<file path="config.mk">
export PLATFORM = sky130hd
export DESIGN_NAME = bitrev_feeder
export DESIGN_NICKNAME = d
export VERILOG_FILES = /design/src/rtl/fft_pkg.sv /design/src/rtl/pingpong_ram.sv /design/src/rtl/bitrev_feeder.sv
export SDC_FILE = /design/constraint.sdc
export NUM_CORES = 2
export LEC_CHECK = 0
export CAP_MARGIN = 10
export CORE_ASPECT_RATIO = 0.8
export CORE_MARGIN = 5
export CORE_UTILIZATION = 30
export CTS_CLUSTER_DIAMETER = 80
export DETAILED_ROUTE_END_ITERATION = 12
export MAX_ROUTING_LAYER = met4
export PLACE_DENSITY_LB_ADDON = 0.12
export SKIP_CTS_REPAIR_TIMING = 1
export SYNTH_ARGS = -nofsm -noshare
export SYNTH_HDL_FRONTEND = slang
export SYNTH_SLANG_ARGS = --single-unit
</file>
<file path="constraint.sdc">
create_clock -name clk -period 3.2 [get_ports clk]
set_input_delay 0.48 -clock clk [delete_from_list [all_inputs] [get_ports clk]]
set_output_delay 0.48 -clock clk [all_outputs]
set_load 0.02 [all_outputs]
</file>
<file path="src/rtl/fft_pkg.sv">
// Shared FFT constants, sample type and index bit reversal, used by the
// input feeder and the output reorder block.
`timescale 1ns/1ps
package fft_pkg;
  localparam int FFT_N     = 64;
  localparam int FFT_LOG2N = 6;
  localparam int SAMPLE_W  = 32;

  typedef logic [SAMPLE_W-1:0] sample_t;

  // Reverses the low `bits` bits of i; callers truncate to their address width.
  function automatic int unsigned bit_rev(input int unsigned i, input int unsigned bits);
    int unsigned r;
    r = 0;
    for (int unsigned k = 0; k < bits; k++) begin
      r = (r << 1) | ((i >> k) & 1);
    end
    return r;
  endfunction
endpackage

</file>
<file path="src/rtl/pingpong_ram.sv">
// Two N-deep sample banks: one synchronous write port, one combinational read port.
`timescale 1ns/1ps
module pingpong_ram #(
  parameter int N     = 64,
  parameter int LOG2N = 6,
  parameter int W     = 32
) (
  input  logic             clk,
  input  logic             we,
  input  logic             wr_bank,
  input  logic [LOG2N-1:0] wr_addr,
  input  logic [W-1:0]     wr_data,
  input  logic             rd_bank,
  input  logic [LOG2N-1:0] rd_addr,
  output logic [W-1:0]     rd_data
);

  // Bank select is the top address bit; contents are deliberately not reset.
  logic [W-1:0] mem [0:2*N-1];

  always_ff @(posedge clk) begin
    if (we) begin
      mem[{wr_bank, wr_addr}] <= wr_data;
    end
  end

  assign rd_data = mem[{rd_bank, rd_addr}];

endmodule

</file>
<file path="src/rtl/bitrev_feeder.sv">
// Natural-order to bit-reversed-order frame reorder ahead of the DIT FFT:
// scatter on write into a ping-pong bank, sequential read into an output register.
`timescale 1ns/1ps
module bitrev_feeder
  import fft_pkg::*;
#(
  parameter int N     = FFT_N,
  parameter int LOG2N = FFT_LOG2N,
  parameter int W     = SAMPLE_W
) (
  input  logic         clk,
  input  logic         nrst,
  input  logic         in_valid,
  output logic         in_ready,
  input  logic [W-1:0] in_data,
  output logic         out_valid,
  input  logic         out_ready,
  output logic [W-1:0] out_data,
  output logic         out_first,
  output logic         out_last
);

  localparam logic [LOG2N-1:0] LAST = LOG2N'(N - 1);

  logic             wr_bank, rd_bank;
  logic [LOG2N-1:0] wcnt, rcnt;
  logic [1:0]       full;
  logic             wr_fire, load;
  logic [LOG2N-1:0] wr_addr;
  logic [W-1:0]     rd_data;

  // Write side needs an empty bank, read side a full one, so they never collide.
  assign in_ready = !full[wr_bank];
  assign wr_fire  = in_valid && in_ready;
  assign load     = full[rd_bank] && (!out_valid || out_ready);
  assign wr_addr  = LOG2N'(bit_rev(int'(wcnt), LOG2N));

  pingpong_ram #(.N(N), .LOG2N(LOG2N), .W(W)) u_ram (
    .clk     (clk),
    .we      (wr_fire),
    .wr_bank (wr_bank),
    .wr_addr (wr_addr),
    .wr_data (in_data),
    .rd_bank (rd_bank),
    .rd_addr (rcnt),
    .rd_data (rd_data)
  );

  always_ff @(posedge clk) begin
    if (!nrst) begin
      full      <= '0;
      wr_bank   <= 1'b0;
      rd_bank   <= 1'b0;
      wcnt      <= '0;
      rcnt      <= '0;
      out_valid <= 1'b0;
      out_first <= 1'b0;
      out_last  <= 1'b0;
      out_data  <= '0;
    end else begin
      if (wr_fire) begin
        wcnt <= wcnt + 1'b1;
        if (wcnt == LAST) begin
          full[wr_bank] <= 1'b1;
          wr_bank       <= ~wr_bank;
        end
      end
      // Setting one bank's full bit and clearing the other's on one edge is
      // what gives seamless streaming across frame boundaries.
      if (load) begin
        out_data  <= rd_data;
        out_first <= (rcnt == '0);
        out_last  <= (rcnt == LAST);
        out_valid <= 1'b1;
        rcnt      <= rcnt + 1'b1;
        if (rcnt == LAST) begin
          full[rd_bank] <= 1'b0;
          rd_bank       <= ~rd_bank;
        end
      end else if (out_ready) begin
        out_valid <= 1'b0;
      end
    end
  end

endmodule

</file>
=== Yosys cells after proc, flatten, opt, wreduce, memory -nomap -nowiden ===
Memories as Yosys holds them, arrays and structs flattened. A register that Yosys moved wholly into a read port is not among the register bits.
Index checks and enable logic that the tools add are counted.

* Memory bits (writable): 4,096
* Memories kept: 1
* Word-level logic and storage cells: 56
* Flip-flop bits (word level): 19

{| class="wikitable"
|+ Memory list
! memory !! depth !! bits a word !! read ports !! clocked after memory_dff !! wr ports !! RTL line !! text
|-
| u_ram.mem || 128 || 32 || 1 || 1 || 1 || pingpong_ram.sv:19 || <nowiki>logic [W-1:0] mem [0:2*N-1];</nowiki>
|}

* Eq/ne operators: 2
* Order comparisons: 4
* $add $sub $neg: 2
* Bitwise operators: 10
* Reduce and logical (&&, ||, !) cells: 12
* Mux-type cells: 17

{| class="wikitable"
|+ Operators by type and width
! operator !! number
|-
| adder 6 x 1 -> 6 bit, second input constant || 2
|-
| equality test 6 bit, second input constant || 2
|-
| two-way mux 1 bit || 10
|-
| two-way mux 2 bit || 5
|-
| zero test 6 bit || 1
|-
| bitwise OR 6 x 1 -> 6 bit || 1
|-
| bitwise OR 5 x 1 -> 5 bit || 1
|-
| logical AND 1 bit || 4
|-
| < comparator 1 x 2 -> 1 bit, second input constant || 2
|-
| bitwise OR 4 x 1 -> 4 bit || 1
|-
| AND reduction 2 bit || 2
|-
| zero test 1 bit || 3
|-
| bitwise OR 3 x 1 -> 3 bit || 1
|-
| bitwise AND 2 bit || 1
|-
| demux 1 bit (select 1 bit) || 2
|-
| greater-or-equal comparator 1 bit, second input constant || 2
|-
| inverter 1 bit || 2
|-
| inverter 2 bit || 1
|-
| bitwise OR 2 x 1 -> 2 bit || 1
|-
| bitwise OR 2 bit || 1
|-
| nonzero test 2 bit || 1
|-
| logical OR 1 bit || 1
|}

=== Logic depth before layout (Yosys ltp) ===
* Depth in word-level cells: 11
* Gate-level depth with buffers: 12
* Mapped depth without buffers: 6

=== Modules after synthesis ===
Synthesis repeated with hierarchy kept, for this count alone.

* Cell total of the unflattened synthesis: 6,194
* Area total of the unflattened synthesis: 157,558.6 µm²

{| class="wikitable"
|+ Modules (own cells, without submodules)
! module !! times used !! cells an instance !! seq. area each (µm²) !! area each (µm²)
|-
| pingpong_ram || 1 || 5,958 || 122,998.0 || 155,635.5
|-
| bitrev_feeder || 1 || 236 || 1,021.0 || 1,923.1
|}

=== Least setup slack after synthesis ===
Ideal clock, no wire load.

* Kind: reg2reg
* Start point: reg wr_bank
* End point: mem u_ram.mem[107][0], enable pin
* Buffers on the path: 2
* Required time: 2.779 ns
* Cell stages (with the launch flop): 8
* Path slack: -0.571 ns
* Library setup time: 0.421 ns
* Period minus slack after synthesis: 3.771 ns
* Data arrival time: 3.350 ns
* Path through: dfxtp_1 -> mux2i_1 -> and2_1 -> clkbuf_1 -> nor2b_1 -> nand3_1 -> clkbuf_1 -> nor2_1

* Longest elaborated chain between the ends: 6

{| class="wikitable"
|+ Ends and longest elaborated chain
! element !! RTL line !! text
|-
| from (decl) || bitrev_feeder.sv:25 || <nowiki>logic wr_bank, rd_bank;</nowiki>
|-
| from (signal assigned) || bitrev_feeder.sv:65 || <nowiki>wr_bank <= ~wr_bank;</nowiki>
|-
| two-way mux 1 bit (implied by the code) (2 in a row) || bitrev_feeder.sv:33 || <nowiki>assign in_ready = !full[wr_bank];</nowiki>
|-
| zero test 1 bit || bitrev_feeder.sv:33 ||
|-
| net in_ready || bitrev_feeder.sv:14 || <nowiki>output logic in_ready,</nowiki>
|-
| logical AND 1 bit || bitrev_feeder.sv:34 || <nowiki>assign wr_fire = in_valid && in_ready;</nowiki>
|-
| two-way mux 1 bit || pingpong_ram.sv:22 || <nowiki>if (we) begin</nowiki>
|-
| two-way mux 1 bit (implied by the code) || pingpong_ram.sv:23 || <nowiki>mem[{wr_bank, wr_addr}] <= wr_data;</nowiki>
|-
| to (decl) || pingpong_ram.sv:19 ||
|}

The timed path passes the listed nets, and every way through them passes these cells. The select of a mux whose other input is x is not followed.

==> run metrics <==
H-tree depth=5; RSZ-0062 raised after global routing=true; CP Capture Point=out_data[3]; clk slew on worst S/H paths=0.06 ns; DR vias=83301; EDFF count, synth=4096; pin count of the biggest net entering global routing=129; initial antenna violation count=78; DR WL/cell=37.05 microns; Most used DFF post-synth=edfxtp_1; DR pass1 iterations=6; Mean Syn Cell Area=22.60 sq um; cell internal pwr=0.08803 W; Nets=8462; Worst Setup End Kind=flip-flop; Leakage=60.49 nW; Core Footprint=0.5262 sq mm; total CTS buffers=429; syn nets=7057; critical path required time=4.11 ns; max_cap viols=0; fraction of layout instances using a drive strength above 1=36.33%; vias in the first global route=82417; Syn Inst Count=7018; clock network fraction of design power=44.7%; Period minus WS final=3.284 ns; Synth-to-Final Area Change=24.09%; R2R cell count=10; Seq/Total Area, Yosys=78.18%; failing checks=negative setup slack; Final ANT Viol Nets=0; Slew Viols, Final=0; CP arrival=4.19 ns; Via-to-Cell Ratio=5.278; DRC viols=0; Slew @ Worst Pin=1.267 ns; Net Switching=0.02359 W; Final Hold Fails=0; Seq pwr share=53.5%; Clock Path Buffers=4; Worst-Skew Late Latency=1.03 ns; Die Wd=823.0 microns; root buffer cell=clkbuf_16; worst hold path depth=1; Setup Skew=0.06472 ns; PortBufs=71; VDD IR max=0.4397 mV; switch share=21.13%; full die area=0.5435 sq mm; post-synth top area share=77.54%; R2R Path End=out_data[3]; # IOs=72; Starting Density=30.15%; Critical Path Source=rcnt[1]; R2R setup slack=-0.08 ns; top cells by count, synth=edfxtp_1 (4096), mux4_2 (967), mux2i_1 (303); total track usage=21.43%; count leader, synth=edfxtp_1; PD cells=567.0 mW/mm^2; status=finished with violations; row count=238; Final setup viols=3; crit path kind=flip-flop to flip-flop; cell area after synthesis=0.1586 sq mm; initial drt markers=11158; post-DP HPWL=380.1 mm; Routability Congestion=0.8358; Final Cycle Share=102.6%; startpoint types=flip-flop; Synth async-reset ratio=0%; final hold slack=0.04875 ns; Die Y-Extent=660.4 microns; worst-path fanout max=9; Detailed Route WL=584.7 mm; final worst slack=-0.08355 ns; CTS tree=built; Yosys warning count=0; Hold Crit Class=input port to flip-flop; R2R Path Start=rcnt[1]; gr ovfl total=0; logic gate share of total power=1.8%; Unique masters post-synth=76; top post-synthesis cells by area=edfxtp_1 (78%), mux4_2 (14%), mux2i_1 (1.9%); final core utilization=37.41%; Yosys reg bits=4147; Relative slew margins=15.14%; clock sink count=4147; first-pass GRT wire length=769.6 mm; post-synth top area cell=edfxtp_1; fillcell total=47566; fmax=304.5 MHz
per-stage QoR:
| step | worst slack, ns | instances | power (W) | TNS [ns] | cell area [sq um] |
|---|---|---|---|---|---|
| after floorplan | -0.5194 | 7018 | 0.06113 | -1371.14 | 158700 |
| after global placement | -1.871 | 14814 | 0.06283 | -17.84 | 180500 |
| after detailed placement | -0.7557 | 14822 | 0.06290 | -7.609 | 180600 |
| after CTS | -0.8037 | 15627 | 0.1127 | -8.799 | 194400 |
| after global routing | -0.08446 | 15764 | 0.1150 | -0.2230 | 196800 |
| final | -0.08355 | 15783 | 0.1116 | -0.1248 | 196800 |
worst max-delay path, stage by stage, from the launching register on:
cell      delay [ns]
dfxtp_4         0.37
buf_12          0.16
buf_16          0.15
buf_16          0.15
nor2b_4         0.06
buf_12          0.15
a221oi_4        0.36
a21oi_2         0.08
o211ai_1        1.00
a211oi_4        0.32
o31ai_2         0.30
routing by layer:
layer | routed length [microns] | GRT usage, % | up-vias
met5 | 0 | - | -
met4 | 11760 | 4.165 | 0
met3 | 42740 | 3.605 | 569
met2 | 262300 | 31.65 | 3331
met1 | 267900 | 31.39 | 46392
li1 | - | - | 33009
layout make-up:
class | instances | area (sq um) | share of cell area, %
Antenna cell | 26 | 65.06 | 0.03305
Clock buffer | 540 | 11390 | 5.786
Clock inverter | 265 | 2356 | 1.197
Inverter | 6 | 30.03 | 0.01525
Multi-Input combinational cell | 2460 | 33950 | 17.24
Sequential cell | 4147 | 124000 | 63.01
Tap cell | 6960 | 8708 | 4.424
Timing Repair Buffer | 1379 | 16310 | 8.287
cells in the final DEF, fill, tap and decap left out, drive strengths merged, types with 9 or more instances in the layout:
cell,Yosys,layout
bufinv,0,33
mux2,14,14
o22ai,38,38
dfxtp,51,51
clkbuf,147,557
a22oi,119,119
a22o,24,24
a21oi,154,154
nor2,174,174
clkinvlp,0,11
edfxtp,4096,4096
nand2,133,133
diode,0,26
buf,258,1305
dlygate4sd3,0,19
clkdlybuf4s50,0,38
nor2b,23,23
inv,4,12
nand3,49,49
a31oi,9,9
and2,16,16
nor3,16,16
mux4,967,967
a211oi,59,59
nand4,17,17
mux2i,303,303
o221ai,13,13
o31ai,18,18
clkinv,2,215
a221oi,91,91
o21ai,82,82
o211ai,36,36
flip-flops by register name, summed over array words and instances, names as in the netlist:
register   cells
rd_bank        1
out_first      1
rcnt           6
u_ram.mem   4096
wr_bank        1
full           2
out_valid      1
wcnt           6
out_last       1
out_data      32
worst min-delay path by stage:
stage | startpoint | end | slack [ns]
6_report | in_data[0] | u_ram.mem[56][0] | 0.05
2_1_floorplan | full[1] | full[1] | 0.49
3_3_place_gp | full[1] | full[1] | 0.54
5_1_grt | in_data[6] | u_ram.mem[61][6] | 0.02
3_5_place_dp | full[1] | full[1] | 0.54
4_1_cts | in_data[29] | u_ram.mem[75][29] | -0.37
logic make-up after synthesis:
family | synth area share [%]
AO/OA/AOI/OAI | 3.116
adder cells (fa/ha/maj) | 0.02366
AND/OR/NAND/NOR | 1.339
flip-flops | 78.18
multiplexers | 15.74
buffers and inverters | 1.541
XOR/XNOR | 0.06073
power groups by stage:
stage | registers, W | logic (W) | clock network (W)
final | 0.0597 | 0.00201 | 0.0499
after global routing | 0.0597 | 0.00209 | 0.0532
after CTS | 0.0597 | 0.00200 | 0.0510
after detailed placement | 0.0609 | 0.00200 | 0
after global placement | 0.0609 | 0.00193 | 0
after floorplan | 0.0609 | 0.000211 | 0
No activity file was read; power rests on OpenSTA's default activity.
